[src/rtl/instr_encoder.sv]
// instr_encoder: single-stage RV32I instruction encoder with
// range/alignment/opcode checking and saturating statistics counters.
module instr_encoder #(
    parameter int CNT_W = 16
) (
    input  logic             clk,
    input  logic             rst_n,
    input  logic             in_valid,
    output logic             in_ready,
    input  logic [6:0]       in_opcode,
    input  logic [4:0]       in_rd,
    input  logic [4:0]       in_rs1,
    input  logic [4:0]       in_rs2,
    input  logic [2:0]       in_funct3,
    input  logic [6:0]       in_funct7,
    input  logic [31:0]      in_imm,
    output logic             out_valid,
    input  logic             out_ready,
    output logic [31:0]      out_instr,
    output logic [1:0]       out_err,
    output logic [CNT_W-1:0] enc_count,
    output logic [CNT_W-1:0] err_count
);

    localparam logic [6:0] OP_ITYPE  = 7'b0010011;
    localparam logic [6:0] OP_LOAD   = 7'b0000011;
    localparam logic [6:0] OP_STORE  = 7'b0100011;
    localparam logic [6:0] OP_SBTYPE = 7'b1100011;
    localparam logic [6:0] OP_JAL    = 7'b1101111;
    localparam logic [6:0] OP_JALR   = 7'b1100111;
    localparam logic [6:0] OP_AUIPC  = 7'b0010111;
    localparam logic [6:0] OP_LUI    = 7'b0110111;
    localparam logic [6:0] OP_RTYPE  = 7'b0110011;
    localparam logic [31:0] NOP_WORD = 32'h00000013;

    logic             out_valid_q, out_valid_d;
    logic [31:0]      out_instr_q, out_instr_d;
    logic [1:0]       out_err_q, out_err_d;
    logic [CNT_W-1:0] enc_count_q, enc_count_d;
    logic [CNT_W-1:0] err_count_q, err_count_d;

    logic        xfer;
    logic [31:0] raw_word;
    logic [31:0] enc_word;
    logic [1:0]  enc_err;
    logic        illegal;
    logic        misaligned;
    logic        range_bad;
    logic        fits12;
    logic        fits13;
    logic        fits21;

    assign in_ready  = !out_valid_q || out_ready;
    assign xfer      = in_valid && in_ready;
    assign out_valid = out_valid_q;
    assign out_instr = out_instr_q;
    assign out_err   = out_err_q;
    assign enc_count = enc_count_q;
    assign err_count = err_count_q;

    // Signed-fit tests: upper bits must all be copies of the sign bit.
    assign fits12 = (&in_imm[31:11]) || !(|in_imm[31:11]);
    assign fits13 = (&in_imm[31:12]) || !(|in_imm[31:12]);
    assign fits21 = (&in_imm[31:20]) || !(|in_imm[31:20]);

    // Pack the request into its format and flag illegal/misaligned/out-of-range cases.
    always_comb begin
        raw_word   = NOP_WORD;
        illegal    = 1'b0;
        misaligned = 1'b0;
        range_bad  = 1'b0;
        case (in_opcode)
            OP_ITYPE: begin
                if (in_funct3 == 3'b001 || in_funct3 == 3'b101) begin
                    range_bad = |in_imm[31:5];
                    raw_word  = {in_funct7, in_imm[4:0], in_rs1, in_funct3, in_rd, in_opcode};
                end else begin
                    range_bad = !fits12;
                    raw_word  = {in_imm[11:0], in_rs1, in_funct3, in_rd, in_opcode};
                end
            end
            OP_LOAD, OP_JALR: begin
                range_bad = !fits12;
                raw_word  = {in_imm[11:0], in_rs1, in_funct3, in_rd, in_opcode};
            end
            OP_STORE: begin
                range_bad = !fits12;
                raw_word  = {in_imm[11:5], in_rs2, in_rs1, in_funct3, in_imm[4:0], in_opcode};
            end
            OP_SBTYPE: begin
                range_bad  = !fits13;
                misaligned = in_imm[0];
                raw_word   = {in_imm[12], in_imm[10:5], in_rs2, in_rs1, in_funct3,
                              in_imm[4:1], in_imm[11], in_opcode};
            end
            OP_JAL: begin
                range_bad  = !fits21;
                misaligned = in_imm[0];
                raw_word   = {in_imm[20], in_imm[10:1], in_imm[11], in_imm[19:12], in_rd, in_opcode};
            end
            OP_LUI, OP_AUIPC: begin
                misaligned = |in_imm[11:0];
                raw_word   = {in_imm[31:12], in_rd, in_opcode};
            end
            OP_RTYPE: begin
                raw_word = {in_funct7, in_rs2, in_rs1, in_funct3, in_rd, in_opcode};
            end
            default: begin
                illegal = 1'b1;
            end
        endcase
    end

    // Resolve error priority (illegal > misaligned > range); any error yields a NOP word.
    always_comb begin
        enc_err  = 2'b00;
        enc_word = raw_word;
        if (illegal) begin
            enc_err = 2'b11;
        end else if (misaligned) begin
            enc_err = 2'b10;
        end else if (range_bad) begin
            enc_err = 2'b01;
        end
        if (enc_err != 2'b00) begin
            enc_word = NOP_WORD;
        end
    end

    // Output stage and statistics: load on transfer, drain on pop, hold otherwise.
    always_comb begin
        out_valid_d = out_valid_q;
        out_instr_d = out_instr_q;
        out_err_d   = out_err_q;
        enc_count_d = enc_count_q;
        err_count_d = err_count_q;
        if (xfer) begin
            out_valid_d = 1'b1;
            out_instr_d = enc_word;
            out_err_d   = enc_err;
            if (enc_count_q != {CNT_W{1'b1}}) begin
                enc_count_d = enc_count_q + CNT_W'(1);
            end
            if (enc_err != 2'b00 && err_count_q != {CNT_W{1'b1}}) begin
                err_count_d = err_count_q + CNT_W'(1);
            end
        end else if (out_valid_q && out_ready) begin
            out_valid_d = 1'b0;
        end
    end

    // State register with asynchronous active-low clear.
    always_ff @(posedge clk or negedge rst_n) begin
        if (!rst_n) begin
            out_valid_q <= 1'b0;
            out_instr_q <= 32'h0;
            out_err_q   <= 2'b00;
            enc_count_q <= '0;
            err_count_q <= '0;
        end else begin
            out_valid_q <= out_valid_d;
            out_instr_q <= out_instr_d;
            out_err_q   <= out_err_d;
            enc_count_q <= enc_count_d;
            err_count_q <= err_count_d;
        end
    end

endmodule

[config.mk]
export PLATFORM = sky130hd
export DESIGN_NAME = instr_encoder
export DESIGN_NICKNAME = d
export VERILOG_FILES = /design/src/rtl/instr_encoder.sv
export SDC_FILE = /design/constraint.sdc
export NUM_CORES = 1
export LEC_CHECK = 0
export CAP_MARGIN = 15
export CORE_MARGIN = 2
export CORE_UTILIZATION = 39
export DETAILED_ROUTE_END_ITERATION = 10
export PLACE_DENSITY = 0.71
export SLEW_MARGIN = 20
export SYNTH_ARGS = -nofsm -noshare
export SYNTH_HDL_FRONTEND = slang
export SYNTH_SLANG_ARGS = --single-unit
[constraint.sdc]
create_clock -name clk -period 2.2 [get_ports clk]
set_input_delay 0.33 -clock clk [delete_from_list [all_inputs] [get_ports clk]]
set_output_delay 0.33 -clock clk [all_outputs]
set_load 0.02 [all_outputs]
==> results_dict.tcl, run 1 <==
set metrics [dict create \
    ys.warnings.count 0 \
    min_path_type "in -> async" \
    tritoncts "done" \
    ys_seq_area_share_pct 48.15 \
    drtIter0Drc 190 \
    status "finished, final reports clean" \
    synthToLayoutAreaGrowth_pct 72.87 \
    finalNetCount 647 \
    syn_avg_cell_area_um2 9.699 \
    rsz0062_at_grt "yes" \
    viasPerCell 5.444 \
    syn_nets 429 \
    drc_errors 0 \
    layout_min_cycle_time_ns 2.164 \
    relSlewSlack_pct 52.24 \
    critPathMaxFanout 6 \
    power.density_nw_per_um2 600.2 \
    vdd_ir_drop_max_mv 0.3299 \
    r2r-start "err_count[4]$_DFFE_PN0P_" \
    skew_ns 0.01058 \
    p_leak_nw 2.654 \
    cpPeakStageDelay_ns 0.51 \
    antennaDiodeCount 0 \
    synth-edff-count 0 \
    grt_max_degree 39 \
    crit_type "in -> reg" \
    worstPathArrival_ns 2.40 \
    clockBufferDepth 2 \
    grt-ovfl-total 0 \
    dp.final_hpwl_um 8833 \
    ys_types 50 \
    critPathTopFamily "simple AND/OR/NAND/NOR gates" \
    ys_async_sr_fraction_pct 100.0 \
    portBuffers 135 \
    root_buffer "clkbuf_8" \
    worstSetupStartpointType "primary input" \
    clock_latency_ns 0.35 \
    instances_no_fill 689 \
    syn_area_um2 3482 \
    power.total_mw 3.613 \
    path_cells "clkdlybuf4s50_1 -> or4_4 -> nor2_4 -> a222oi_1 -> buf_4 -> nor2_4 -> nand4_1 -> buf_4 -> clkbuf_16 -> a21oi_2 -> nor2_1" \
    max_freq_mhz 462.1 \
    cts.clk_slew.worst_paths_ns 0.08 \
    core-area_um2 8678 \
    vias 3751 \
    ff2ff_setup_slack_ns 0.11 \
    fillers 712 \
    power_switching_mw 1.116 \
    yosys.area.top_type_share_pct 48.15 \
    synthCells 359 \
    crit_buf_inv 4 \
    crit_required_ns 2.43 \
    yosysTopAreaCell "dfrtp_1" \
    power_frac_comb_pct 27.1 \
    die_x_um 98.49 \
    detail-route-antenna-nets 0 \
    max_cap_violations 0 \
    crit_start "in_imm[1]" \
    dr.pass1.iters 5 \
    grtUsageTotal_pct 24.56 \
    setup_violations 0 \
    cts_htree_levels 3 \
    routed_wl_um 11940 \
    p_sw_share_pct 30.89 \
    gp_congestion 0.9913 \
    synthTopCellsByArea "dfrtp_1 48%, xnor2_1 6.8%, nand2_1 5.2%, o21ai_0 5.0%, a222oi_1 3.4%" \
    fp-row-count 34 \
    fin_setup_tns_ns 0 \
    drive_above_1_share_pct 24.27 \
    synthFlopType "dfrtp_1" \
    slowest_stage "or4_4" \
    p_int_mw 2.497 \
    io_pins 136 \
    grt_pass1_vias 3829 \
    grt_pass1_wl_um 18950 \
    slew_violations 0 \
    die_h_um 98.49 \
    cts_sinks 67 \
    wire_per_inst_um 17.32 \
    clock_power_share_pct 31.6 \
    ys_ff_latch 67 \
    dp_cells 659 \
    dieArea_um2 9700 \
    fin_util_pct 69.36 \
    worst_pin_slew_ns 0.7165 \
    finalCritPeriodShare_pct 98.36 \
    cts_inserted_buffers 9 \
    antenna_found_initial 0 \
    end_kind "register" \
    start_util_pct 40.12 \
    seqPwrFrac_pct 41.4 \
    hold_buffers 0 \
    finalHoldViolCount 0 \
]
cell usage after synthesis (all sizes together) (2+ instances only):
cell    instances
nand2b          6
a21o            3
ha              2
xor2            3
and4b           2
nand3          19
nor4            5
a222oi         12
a22oi          14
nor2           21
a211o           2
inv             4
buf             8
nor3            6
nor2b           2
and2            4
dfrtp          67
xnor2          27
and4            5
a21oi           8
mux2            2
or4             4
nand2          48
a21boi          2
and3           10
o21ai          35
nand4          17
clkbuf          7
routing by layer:
| metal | vias to the layer above | track usage, % | routed length (um) |
|---|---|---|---|
| li1 | 1776 | - | - |
| met1 | 1817 | 32.05 | 5055 |
| met2 | 141 | 40.66 | 5893 |
| met3 | 17 | 5.674 | 825 |
| met4 | 0 | 8.008 | 160 |
| met5 | - | 0 | 0 |
power by group through the flow:
stage | Sequential (mW) | Combinational [mW] | Clock, mW
6_report | 1.49 | 0.978 | 1.14
5_1_grt | 1.52 | 1.05 | 1.23
3_3_place_gp | 1.51 | 0.943 | 0
4_1_cts | 1.49 | 0.970 | 1.16
3_5_place_dp | 1.52 | 0.962 | 0
2_1_floorplan | 1.63 | 0.275 | 0
timing repair:
item | in CTS | in global routing
resized for setup | 37 | 55
pin swaps | 15 | 22
setup buffers | 7 | 6
setup endpoints to repair | 47 | 47
cloned | 1 | 1
metrics by stage:
step	setup slack, ns	cell area, um^2	hold WS, ns
2_1_floorplan	0.02664	3482	0.03441
4_1_cts	0.009158	5828	0.04139
3_3_place_gp	-0.6103	5470	0.4131
6_report	0.03606	6020	0.02023
5_1_grt	-0.01504	6020	0.06729
3_5_place_dp	-0.6938	5470	0.4234
final cells by class:
| class | count | area [um^2] | area share, % |
|---|---|---|---|
| Clock inverter | 6 | 88.84 | 1.476 |
| Inverter | 4 | 15.01 | 0.2494 |
| Timing Repair Buffer | 222 | 2100 | 34.88 |
| Clock buffer | 9 | 123.9 | 2.058 |
| Sequential cell | 67 | 1678 | 27.87 |
| Multi-Input combinational cell | 273 | 1879 | 31.22 |
| Tap cell | 108 | 135.1 | 2.245 |
state kept, by name, indices dropped and copies added, names as in the netlist:
register	cells
err_count	16
out_instr	32
out_err	2
out_valid	1
enc_count	16
cells in the final DEF (no fill, tap or decap), types with 3 or more instances in the layout:
cell / netlist / layout
nor4_2: 2 / 3
nor2_1: 21 / 17
inv_1: 4 / 4
nand2_1: 48 / 47
clkdlybuf4s50_1: 0 / 104
a21o_1: 3 / 3
buf_4: 0 / 79
nand2b_1: 5 / 5
a22oi_1: 14 / 13
dlymetal6s2s_1: 0 / 13
dfrtp_1: 67 / 66
a21oi_1: 8 / 7
and2_1: 3 / 3
o21ai_1: 0 / 10
clkbuf_8: 0 / 9
nand3_1: 18 / 18
o21ai_0: 35 / 17
and3_1: 10 / 9
xnor2_1: 27 / 27
or4_4: 0 / 4
buf_12: 0 / 3
dlygate4sd2_1: 0 / 13
o21ai_2: 0 / 8
xor2_1: 3 / 3
buf_6: 1 / 3
nand4_1: 17 / 17
a222oi_1: 12 / 12
nor3_1: 5 / 4
nor2_4: 0 / 3
and4_1: 5 / 5
clkdlybuf4s15_1: 0 / 4
path summary, 6_finish.rpt:
check	to	cells after the start
max	out_instr[4]$_DFFE_PN0P_	11
min	out_instr[29]$_DFFE_PN0P_	1
max reg2reg	err_count[13]$_DFFE_PN0P_	8
min reg2reg	out_instr[1]$_DFFE_PN0P_	1
max in group asynchronous	err_count[3]$_DFFE_PN0P_	2
min in group clk	out_instr[28]$_DFFE_PN0P_	3
logic make-up (layout without fill, tap and decap cells):
kind of cell             count (synthesis)  after routing  share of synthesized area [%]
multiplexers                             2              2                         0.7544
adder cells (fa/ha/maj)                  2              2                         0.7185
XOR/XNOR                                30             30                          7.546
AND/OR/NAND/NOR                        156            156                          24.18
flip-flops                              67             67                          48.15
buffers and inverters                   19            241                          2.479
AO/OA/AOI/OAI                           83             83                          16.17
Note: power is estimated with default switching activity, not from simulation.
==> inputs of run 2 (changes only) <==
CORE_UTILIZATION = 35   (was 39)
PLACE_DENSITY = 0.65   (was 0.71)
==> run 2 against run 1 <==
Compared with the run above:
- the run now ends with hold timing, setup timing left
- first-iteration DRC count grew 13%
- power down 1.1%
- critical path depth is the same
- wire length is 2.4% higher
- sequential cell count did not move
- clock power is 7% lower
- combinational power grew 4%
- sequential power hardly changed
- die area is 11% higher
- critical path type unchanged
- highest routed layer unchanged
==> results_dict.tcl, run 2 (synthesized netlist as in run 1, its figures left out) <==
set metrics [dict create \
    crit_required_ns 2.44 \
    relSlewSlack_pct 73.54 \
    hold_ws_ns -0.01004 \
    crit_top_cell "buf_4" \
    crit_type "in -> reg" \
    path_cells "clkdlybuf4s50_1 -> buf_4 -> nand4_1 -> nor3_2 -> buf_4 -> nand2_1 -> a311oi_2 -> buf_4 -> nand3_4 -> nand2_4 -> mux2_4" \
    max_freq_mhz 454.4 \
    drc_errors 0 \
    gp_congestion 0.9107 \
    grt_pass1_wl_um 19510 \
    cts_inserted_buffers 9 \
    r2r-start "err_count[4]$_DFFE_PN0P_" \
    end_kind "register" \
    dp.final_hpwl_um 9032 \
    dieArea_um2 10760 \
    ff2ff_setup_slack_ns 0.10 \
    slew_violations 0 \
    core-area_um2 9729 \
    final_cell_mix "107 x clkdlybuf4s50_1, 83 x buf_4, 66 x dfrtp_1" \
    slowest_stage "clkdlybuf4s50_1" \
    skew_ns 0.01106 \
    worstPathArrival_ns 2.44 \
    regToRegEndpoint "err_count[14]$_DFFE_PN0P_" \
    viasPerCell 5.264 \
    grt_max_degree 68 \
    post-place-ws_ns -0.5628 \
    die_x_um 103.7 \
    critPathMaxFanout 3 \
    synthToLayoutAreaGrowth_pct 72.48 \
    cts_htree_levels 3 \
    finalHoldViolCount 3 \
    min_path_type "in -> async" \
    finalCritPeriodShare_pct 100.0 \
    fp-row-count 36 \
    die_h_um 103.7 \
    status "finished with violations" \
    vdd_ir_drop_max_mv 0.6008 \
    dr.pass1.iters 5 \
    finalNetCount 651 \
    routed_wl_um 12230 \
    critPathTopFamily "buffers and inverters" \
    setup_ws_ns -0.0007154 \
    drive_above_1_share_pct 23.89 \
    power.density_nw_per_um2 594.9 \
    antenna_found_initial 0 \
    final_common_cell "clkdlybuf4s50_1" \
    p_leak_nw 2.656 \
    io_pins 136 \
    wire_per_inst_um 17.01 \
    worstSetupStartpointType "primary input" \
    violations "hold timing, setup timing" \
    setup_violations 1 \
    root_buffer "clkbuf_8" \
    max_cap_violations 0 \
    drtIter0Drc 215 \
    reg2reg_depth 8 \
    instances_no_fill 719 \
    clock_latency_ns 0.34 \
    grtUsageTotal_pct 22.56 \
    detail-route-antenna-nets 0 \
    cts_sinks 67 \
    tritoncts "done" \
    grt-ovfl-total 0 \
    cts.clk_slew.worst_paths_ns 0.09 \
    dp_cells 694 \
    crit_buf_inv 4 \
    grt_pass1_vias 3815 \
    vias 3785 \
    clockBufferDepth 2 \
    start_util_pct 35.79 \
    portBuffers 135 \
    antennaDiodeCount 0 \
    largest_register_ffs 32 \
    hold_buffers 0 \
    cpPeakStageDelay_ns 0.50 \
    fillers 842 \
    worst_pin_slew_ns 0.3969 \
    layout_min_cycle_time_ns 2.201 \
]
-- run 2: cell types whose count changed in the layout (fill, tap and decap cells not counted), moves of 3 or more --
cell	delta
o21ai_0	+17
clkdlybuf4s50_1	+3
dlygate4sd2_1	-7
buf_4	+4
o21ai_2	-8
o21ai_1	-9
-- run 2: metal layers --
layer | vias to the layer above | wire length (um) | GRT usage [%]
met4 | 0 | 248 | 8.398
met5 | - | 0 | 0
met1 | 1852 | 5413 | 28.95
met3 | 21 | 532 | 3.902
met2 | 133 | 6033 | 38.22
li1 | 1779 | - | -
-- run 2: layout make-up --
cell class | instances | area (um^2) | share of cell area (%)
clock buffer | 9 | 123.9 | 2.063
clock inverter | 7 | 73.82 | 1.229
inverter | 4 | 15.01 | 0.2500
multi-input combinational | 273 | 1834 | 30.54
sequential | 67 | 1678 | 27.94
tap | 133 | 166.4 | 2.771
timing repair buffer | 226 | 2115 | 35.21
-- run 2: timing repair --
item | CTS | global route
cloned | 1 | 0
setup buffers | 3 | 5
pin swaps | 12 | 18
gates resized for setup | 34 | 38
setup endpoints to repair | 47 | 44
-- run 2: how the worst max path moves through the flow --
stage	start	endpoint	slack (ns)	cells past startpoint
4_1_cts	in_imm[1]	err_count[1]$_DFFE_PN0P_	-0.008	10
2_1_floorplan	err_count[3]$_DFFE_PN0P_	err_count[1]$_DFFE_PN0P_	0.03	7
5_1_grt	in_imm[24]	err_count[13]$_DFFE_PN0P_	-0.10	10
3_3_place_gp	in_imm[12]	err_count[1]$_DFFE_PN0P_	-0.51	9
3_5_place_dp	in_imm[12]	err_count[1]$_DFFE_PN0P_	-0.56	9
6_report	in_imm[23]	err_count[1]$_DFFE_PN0P_	-0.0007	11
-- run 2: through the flow --
stage	TNS, ns	cell area [um^2]	power (mW)	utilization (%)
2_1_floorplan	0	3482	1.903	-
3_3_place_gp	-18.99	5577	2.488	57.32
3_5_place_dp	-22.77	5577	2.509	57.32
4_1_cts	-0.007909	5878	3.583	60.42
5_1_grt	-1.258	6006	3.741	61.73
6_report	-0.0007154	6006	3.573	61.73
-- run 2: report_power, final --
| group | switching (mW) | internal [mW] | leakage (nW) | total, mW |
|---|---|---|---|---|
| registers | 0.146 | 1.35 | 0.887 | 1.49 |
| logic | 0.484 | 0.537 | 1.67 | 1.02 |
| clock network | 0.529 | 0.530 | 0.100 | 1.06 |
| total | 1.16 | 2.41 | 2.66 | 3.57 |
